--- config.mk ---
export PLATFORM = sky130hd
export DESIGN_NAME = hazard_ctrl
export DESIGN_NICKNAME = d
export VERILOG_FILES = /design/src/rtl/hazard_ctrl.sv
export SDC_FILE = /design/constraint.sdc
export NUM_CORES = 1
export LEC_CHECK = 0
export ABC_AREA = 0
export CAP_MARGIN = 20
export CORE_AREA = 3 3 40 42
export DETAILED_ROUTE_END_ITERATION = 10
export DIE_AREA = 0 0 43 45
export PLACE_DENSITY = 0.56
export SLEW_MARGIN = 20
export SYNTH_ARGS = -nofsm -noshare
export SYNTH_HDL_FRONTEND = slang
export SYNTH_SLANG_ARGS = --single-unit
--- constraint.sdc ---
create_clock -name clk -period 2.3 [get_ports clk]
set_input_delay 0.345 -clock clk [delete_from_list [all_inputs] [get_ports clk]]
set_output_delay 0.345 -clock clk [all_outputs]
set_load 0.005 [all_outputs]
--- src/rtl/hazard_ctrl.sv ---
// Pipeline hazard controller: load-use stall and taken-branch squash with stretchable length.
// Optional saturating stall/flush performance counters are built when HAZARD_PERF_CNT_EN is defined.
module hazard_ctrl #(
    parameter int REGADDR_WIDTH       = 4,
    parameter int LOAD_STALL_CYCLES   = 1,
    parameter int BRANCH_FLUSH_CYCLES = 1,
    parameter int CNT_WIDTH           = 16
) (
    input  logic                     clk,
    input  logic                     reset_n,
    input  logic [REGADDR_WIDTH-1:0] id_rs,
    input  logic [REGADDR_WIDTH-1:0] id_rt,
    input  logic                     id_uses_rs,
    input  logic                     id_uses_rt,
    input  logic                     ex_mem_read,
    input  logic [REGADDR_WIDTH-1:0] ex_rt,
    input  logic                     ex_branch_taken,
    output logic                     pc_write,
    output logic                     if_id_write,
    output logic                     if_id_flush,
    output logic                     id_ex_flush,
`ifdef HAZARD_PERF_CNT_EN
    output logic                     busy,
    output logic [CNT_WIDTH-1:0]     stall_cycles,
    output logic [CNT_WIDTH-1:0]     flush_cycles
`else
    output logic                     busy
`endif
);

    typedef enum logic [1:0] {
        RUN    = 2'd0,
        LSTALL = 2'd1,
        BFLUSH = 2'd2
    } state_t;

    localparam logic [3:0] LS_RELOAD =
        4'((LOAD_STALL_CYCLES > 1) ? LOAD_STALL_CYCLES - 2 : 0);
    localparam logic [3:0] BF_RELOAD =
        4'((BRANCH_FLUSH_CYCLES > 1) ? BRANCH_FLUSH_CYCLES - 2 : 0);
    localparam logic LS_STRETCH = (LOAD_STALL_CYCLES > 1);
    localparam logic BF_STRETCH = (BRANCH_FLUSH_CYCLES > 1);

    state_t     state, state_next;
    logic [3:0] cnt, cnt_next;
    logic       lu;

    assign lu = ex_mem_read && (ex_rt != '0) &&
                ((id_uses_rs && (id_rs == ex_rt)) || (id_uses_rt && (id_rt == ex_rt)));

    always_ff @(posedge clk or negedge reset_n) begin
        if (!reset_n) begin
            state <= RUN;
            cnt   <= '0;
        end else begin
            state <= state_next;
            cnt   <= cnt_next;
        end
    end

    always_comb begin
        state_next  = state;
        cnt_next    = cnt;
        pc_write    = 1'b1;
        if_id_write = 1'b1;
        if_id_flush = 1'b0;
        id_ex_flush = 1'b0;
        busy        = (state != RUN);

        if (!reset_n) begin
            pc_write    = 1'b0;
            if_id_write = 1'b0;
            busy        = 1'b0;
            state_next  = RUN;
            cnt_next    = '0;
        end else if (ex_branch_taken) begin
            // A taken branch wins from any state and (re)starts the flush window.
            if_id_flush = 1'b1;
            id_ex_flush = 1'b1;
            if (BF_STRETCH) begin
                state_next = BFLUSH;
                cnt_next   = BF_RELOAD;
            end else begin
                state_next = RUN;
                cnt_next   = '0;
            end
        end else begin
            unique case (state)
                RUN: begin
                    if (lu) begin
                        pc_write    = 1'b0;
                        if_id_write = 1'b0;
                        id_ex_flush = 1'b1;
                        if (LS_STRETCH) begin
                            state_next = LSTALL;
                            cnt_next   = LS_RELOAD;
                        end
                    end
                end
                LSTALL: begin
                    pc_write    = 1'b0;
                    if_id_write = 1'b0;
                    id_ex_flush = 1'b1;
                    if (cnt == '0) state_next = RUN;
                    else           cnt_next   = cnt - 4'd1;
                end
                BFLUSH: begin
                    if_id_flush = 1'b1;
                    id_ex_flush = 1'b1;
                    if (cnt == '0) state_next = RUN;
                    else           cnt_next   = cnt - 4'd1;
                end
                default: begin
                    state_next = RUN;
                    cnt_next   = '0;
                end
            endcase
        end
    end

`ifdef HAZARD_PERF_CNT_EN
    always_ff @(posedge clk or negedge reset_n) begin
        if (!reset_n) begin
            stall_cycles <= '0;
            flush_cycles <= '0;
        end else begin
            if (!pc_write && (stall_cycles != '1))
                stall_cycles <= stall_cycles + CNT_WIDTH'(1);
            if (if_id_flush && (flush_cycles != '1))
                flush_cycles <= flush_cycles + CNT_WIDTH'(1);
        end
    end
`endif

endmodule

# Word level (Yosys, flattened, before mapping)
# Cells that the tools add are included.
[totals]
register_bits = 6
in_bits = 18
output_inout_bits = 5
[classes]
addsub = 1
eq_ne = 7
n_mux = 20
n_reduce_logical = 12
[op_table]
columns = ["operator", "n"]
rows = [
  ["2-to-1 mux 4 bit", 3],
  ["2-to-1 mux 1 bit", 10],
  ["== test 4 bit", 2],
  ["case mux 4 bit (2 select lines)", 1],
  ["2-to-1 mux 2 bit", 3],
  ["logical AND 1 bit", 4],
  ["zero test 4 bit", 1],
  ["!= test 4 x 2 -> 1 bit (second input constant)", 1],
  ["!= test 4 bit (second input constant)", 1],
  ["case mux 1 bit (2 select lines)", 2],
  ["case mux 2 bit (2 select lines)", 1],
  ["AND reduction 2 bit", 2],
  ["nonzero test 4 bit", 1],
  ["subtractor 4 x 1 -> 4 bit (second input constant)", 1],
  ["!= test 3 bit (second input constant)", 1],
  ["== test 2 x 1 -> 1 bit (second input constant)", 1],
  ["== test 2 bit (second input constant)", 1],
  ["zero test 2 bit", 1],
  ["nonzero test 2 bit", 1],
  ["OR reduction 2 bit", 1],
  ["logical OR 1 bit", 1],
]

# Depth between registers and ports, before layout
[logic_depth]
ltp_word = 8
ltp_mapped = 5
mapped_depth_nobuf = 4

# Worst setup path after synthesis
# OpenSTA, ideal clock, no wires.
[synth_path]
path_kind = "input to output"
start = "input ex_rt[0]"
end = "output pc_write"
arrival_time_ps = 1347
t_required_ps = 1955
slack_ps = 608
path_stages = 5
path_buffers = 1
cell_sequence = "o41ai_2 > a2111o_1 > o41ai_2 > a21oi_1 > buf_4"
[synth_via]
elab_chain_cells = 8
word_cells_on_any_way = 12
classes_between = "2 x eq/ne; 4 x mux; 6 x reduce/logical"
[synth_rtl]
columns = ["element", "line", "text"]
rows = [
  ["start, declared", "16", "input logic [REGADDR_WIDTH-1:0] ex_rt,"],
  ["== test 4 bit", "49", "((id_uses_rs && (id_rs == ex_rt)) || (id_uses_rt && (id_rt == ex_rt)));"],
  ["logical AND 1 bit", "49", ""],
  ["logical OR 1 bit", "49", ""],
  ["logical AND 1 bit *", "48", "assign lu = ex_mem_read && (ex_rt != '0) &&"],
  ["2-to-1 mux 1 bit *", "-", ""],
  ["case mux 1 bit (2 select lines) *", "-", ""],
  ["2-to-1 mux 1 bit * (2 in a row)", "-", ""],
  ["end, declared", "18", "output logic pc_write,"],
]
# Mark *: on every way between the ends. The rest lies on a longest branch, timed or not.

# Final worst setup path
[layout_path]
start = "input id_rs[1]"
end = "output if_id_write"
[layout_via]
elab_chain_cells = 8
[layout_rtl]
columns = ["element", "line", "text"]
rows = [
  ["start, declared", "11", "input logic [REGADDR_WIDTH-1:0] id_rs,"],
  ["== test 4 bit", "49", ""],
  ["logical AND 1 bit", "49", ""],
  ["logical OR 1 bit", "49", ""],
  ["logical AND 1 bit", "48", ""],
  ["2-to-1 mux 1 bit", "90", "if (lu) begin"],
  ["case mux 1 bit (2 select lines)", "88", "unique case (state)"],
  ["2-to-1 mux 1 bit", "76", "end else if (ex_branch_taken) begin"],
  ["2-to-1 mux 1 bit", "70", "if (!reset_n) begin"],
  ["end, declared", "19", "output logic if_id_write,"],
]
# Every way passes these cells.

==> impl_metrics.env <==
export IMPL_result_of_the_run="complete, no violations"
export IMPL_drt_vias_per_instance=3.95
export IMPL_mappedNetlistNets=42
export IMPL_postSynthCellCount=24
export IMPL_clock_power_share_pct=0
export IMPL_design_portCount=23
export IMPL_drt_iter0_drc=5
export IMPL_ys_seq_area_share_pct=0
export IMPL_yosys_warnings=0
export IMPL_layoutNonFillerInstCount=65
export IMPL_setup_violations=0
export IMPL_grt_remaining_overflow=0
export IMPL_maxSlewViolCount=0
export IMPL_holdPathStages=6
export IMPL_drc=0
export IMPL_seq_area_um2=0
export IMPL_design_core_area_mm2=0.00128
export IMPL_n_antenna_cell=0
export IMPL_fillCellCount=150
export IMPL_count_of_clock_net_buffers_in_the_final_layout=0
export IMPL_place_congestion=0.733
export IMPL_power_switching_w=0.0000234
export IMPL_kind_of_end_point_of_the_critical_path="output pin"
export IMPL_fp_dieArea_mm2=0.00194
export IMPL_setup_worst_path_class="input port to output pin"
export IMPL_min_period_ns=2.20
export IMPL_report_power_total_w=0.0000686
export IMPL_port_buffers=21
export IMPL_worstPathRequired_ns=1.96
export IMPL_num_nets_final=70
export IMPL_die_width_um=43
export IMPL_timing_critical_path_from_type="input port"
export IMPL_synth_cell_type_count=16
export IMPL_routed_via_count=257
export IMPL_place_inst=62
export IMPL_post_route_cells_drive_above_1_share_pct=24.0
export IMPL_sequentialPowerShare_pct=0
export IMPL_final_setup_tns_ns=0
export IMPL_setup_slack_ns=0.101
export IMPL_cp_slowest_stage_delay_ns=0.47
export IMPL_totalWireLength_um=596
export IMPL_fin_worst_hold_slack_ns=1.36
export IMPL_syn_to_final_growth_pct=143
export IMPL_power_internal_w=0.0000452
export IMPL_arrival_time_reported_for_the_critical_path_endpoint_ns=1.85
export IMPL_share_comb_of_total_power_pct=100.0
export IMPL_fp_row_count=13
export IMPL_wire_length_of_the_first_global_routing_pass_um=1030
export IMPL_total_leakage_power_nw=0.203
export IMPL_critPathSlowestCell="sky130_fd_sc_hd__clkdlybuf4s50_1"
export IMPL_initial_core_util_pct=14.4
export IMPL_grtUsageTotal_pct=6.30
export IMPL_number_of_antenna_violations_at_the_first_check_in_global_routing=0
export IMPL_critPathMaxFanout=2
export IMPL_finalCritPeriodShare_pct=95.6
export IMPL_first_pass_iters=3
export IMPL_post_synth_cell_area_avg_um2=7.72
export IMPL_grt_max_degree=5
export IMPL_netlist_area_um2=185
export IMPL_switching_share_pct=34.1
export IMPL_rsz0062_at_grt="no"
export IMPL_layout_sequential_cells=0
export IMPL_chipHeight_um=45
export IMPL_max_clock_freq_ghz=0.455
export IMPL_antenna_violating_nets_post_route=0
export IMPL_cp_cell_sequence="clkdlybuf4s50_1 -> nor2b_1 -> a2111o_1 -> buf_4 -> o41ai_2 -> a21oi_1 -> clkdlybuf4s15_2"
export IMPL_dpl_worst_slack_ns=-0.332
export IMPL_power_density_mw_per_mm2=153
export IMPL_maxCapViolCount=0
export IMPL_finalHoldViolCount=0
export IMPL_grt_pass1_vias=253
export IMPL_ir_drop_uv=63.2
export IMPL_multi_input_comb_area_um2=168
export IMPL_min_path_type="input port to output pin"
export IMPL_routed_wire_length_per_instance_um=9.17
[per-layer routing]
metal | vias up | global-route usage [%] | wire length (um)
met3 | 0 | 0.797 | 50
met2 | 13 | 10.2 | 259
li1 | 137 | - | -
met5 | - | 0 | 0
met4 | 0 | 0 | 0
met1 | 107 | 9.52 | 286
[path summary, 6_finish.rpt]
path,startpoint,endpoint,slack [ns]
max,id_rs[1],if_id_write,0.10
min,id_rs[0],pc_write,1.36
[cells in the final DEF, fill, tap and decap left out]
cell	count
sky130_fd_sc_hd__clkdlybuf4s50_1	13
sky130_fd_sc_hd__buf_4	7
sky130_fd_sc_hd__dlygate4sd2_1	5
sky130_fd_sc_hd__xor2_1	4
sky130_fd_sc_hd__inv_1	2
sky130_fd_sc_hd__o41ai_2	2
sky130_fd_sc_hd__nor2b_1	2
sky130_fd_sc_hd__nand2b_1	2
sky130_fd_sc_hd__xnor2_1	1
sky130_fd_sc_hd__nor4_1	1
sky130_fd_sc_hd__and3_1	1
sky130_fd_sc_hd__a2111o_1	1
sky130_fd_sc_hd__o2111ai_1	1
sky130_fd_sc_hd__a21oi_1	1
sky130_fd_sc_hd__nor3_2	1
sky130_fd_sc_hd__o31a_1	1
sky130_fd_sc_hd__and2_1	1
sky130_fd_sc_hd__conb_1	1
sky130_fd_sc_hd__dlymetal6s2s_1	1
sky130_fd_sc_hd__clkdlybuf4s15_2	1
sky130_fd_sc_hd__clkbuf_2	1
[worst max-delay path, delay by kind of cell]
kind	cells	cell delay, ns
and+or+nand+nor	1	0.05
buffers and inverters	3	0.83
AOI/OAI and AO/OA	3	0.63
[power by group through the flow]
stage	registers, W	logic, W	clock network [W]
detailed placement	0	0.0000695	0
CTS	0	0.0000698	0
global placement	0	0.0000694	0
finish	0	0.0000686	0
global route	0	0.0000750	0
floorplan	0	0.0000220	0
[cell usage after synthesis, types with 2 or more instances]
cell type | instances | area share (%)
sky130_fd_sc_hd__nor2b_1 | 2 | 6.8
sky130_fd_sc_hd__inv_1 | 2 | 4.1
sky130_fd_sc_hd__nand2b_1 | 2 | 6.8
sky130_fd_sc_hd__buf_4 | 2 | 8.1
sky130_fd_sc_hd__o41ai_2 | 2 | 18
sky130_fd_sc_hd__xor2_1 | 4 | 19
[kinds of logic (layout without fill, tap and decap cells)]
kind of cell           after synthesis  after routing  synth area share [%]
other                                1              1                  2.03
buffers and inverters                4             30                  12.2
XOR/XNOR                             5              5                  23.6
AND/OR/NAND/NOR                      8              8                  26.4
AO/OA/AOI/OAI                        6              6                  35.8
[timing repair]
item / CTS / global route
hold buffers: 0 / 0
buffers inserted: 3 / 0
pin swaps: 6 / 1
gates resized for setup: 10 / 3
endpoints found under the setup margin: 3 / 2
cloned: 0 / 0
endpoints found under the hold margin: 0 / 0
[through the flow]
stage / utilization, % / cell area, um^2
floorplan: - / 185
global placement: 33.4 / 429
detailed placement: 33.4 / 429
CTS: 35.1 / 450
global route: 35.0 / 449
finish: 35.0 / 449
[final cells by class]
type                       instances  share of cell area, %
tap                               15                   4.18
multi-input combinational         20                   37.3
timing repair buffer              28                   56.8
inverter                           2                   1.67
Note: power is estimated with default switching activity, not from simulation.
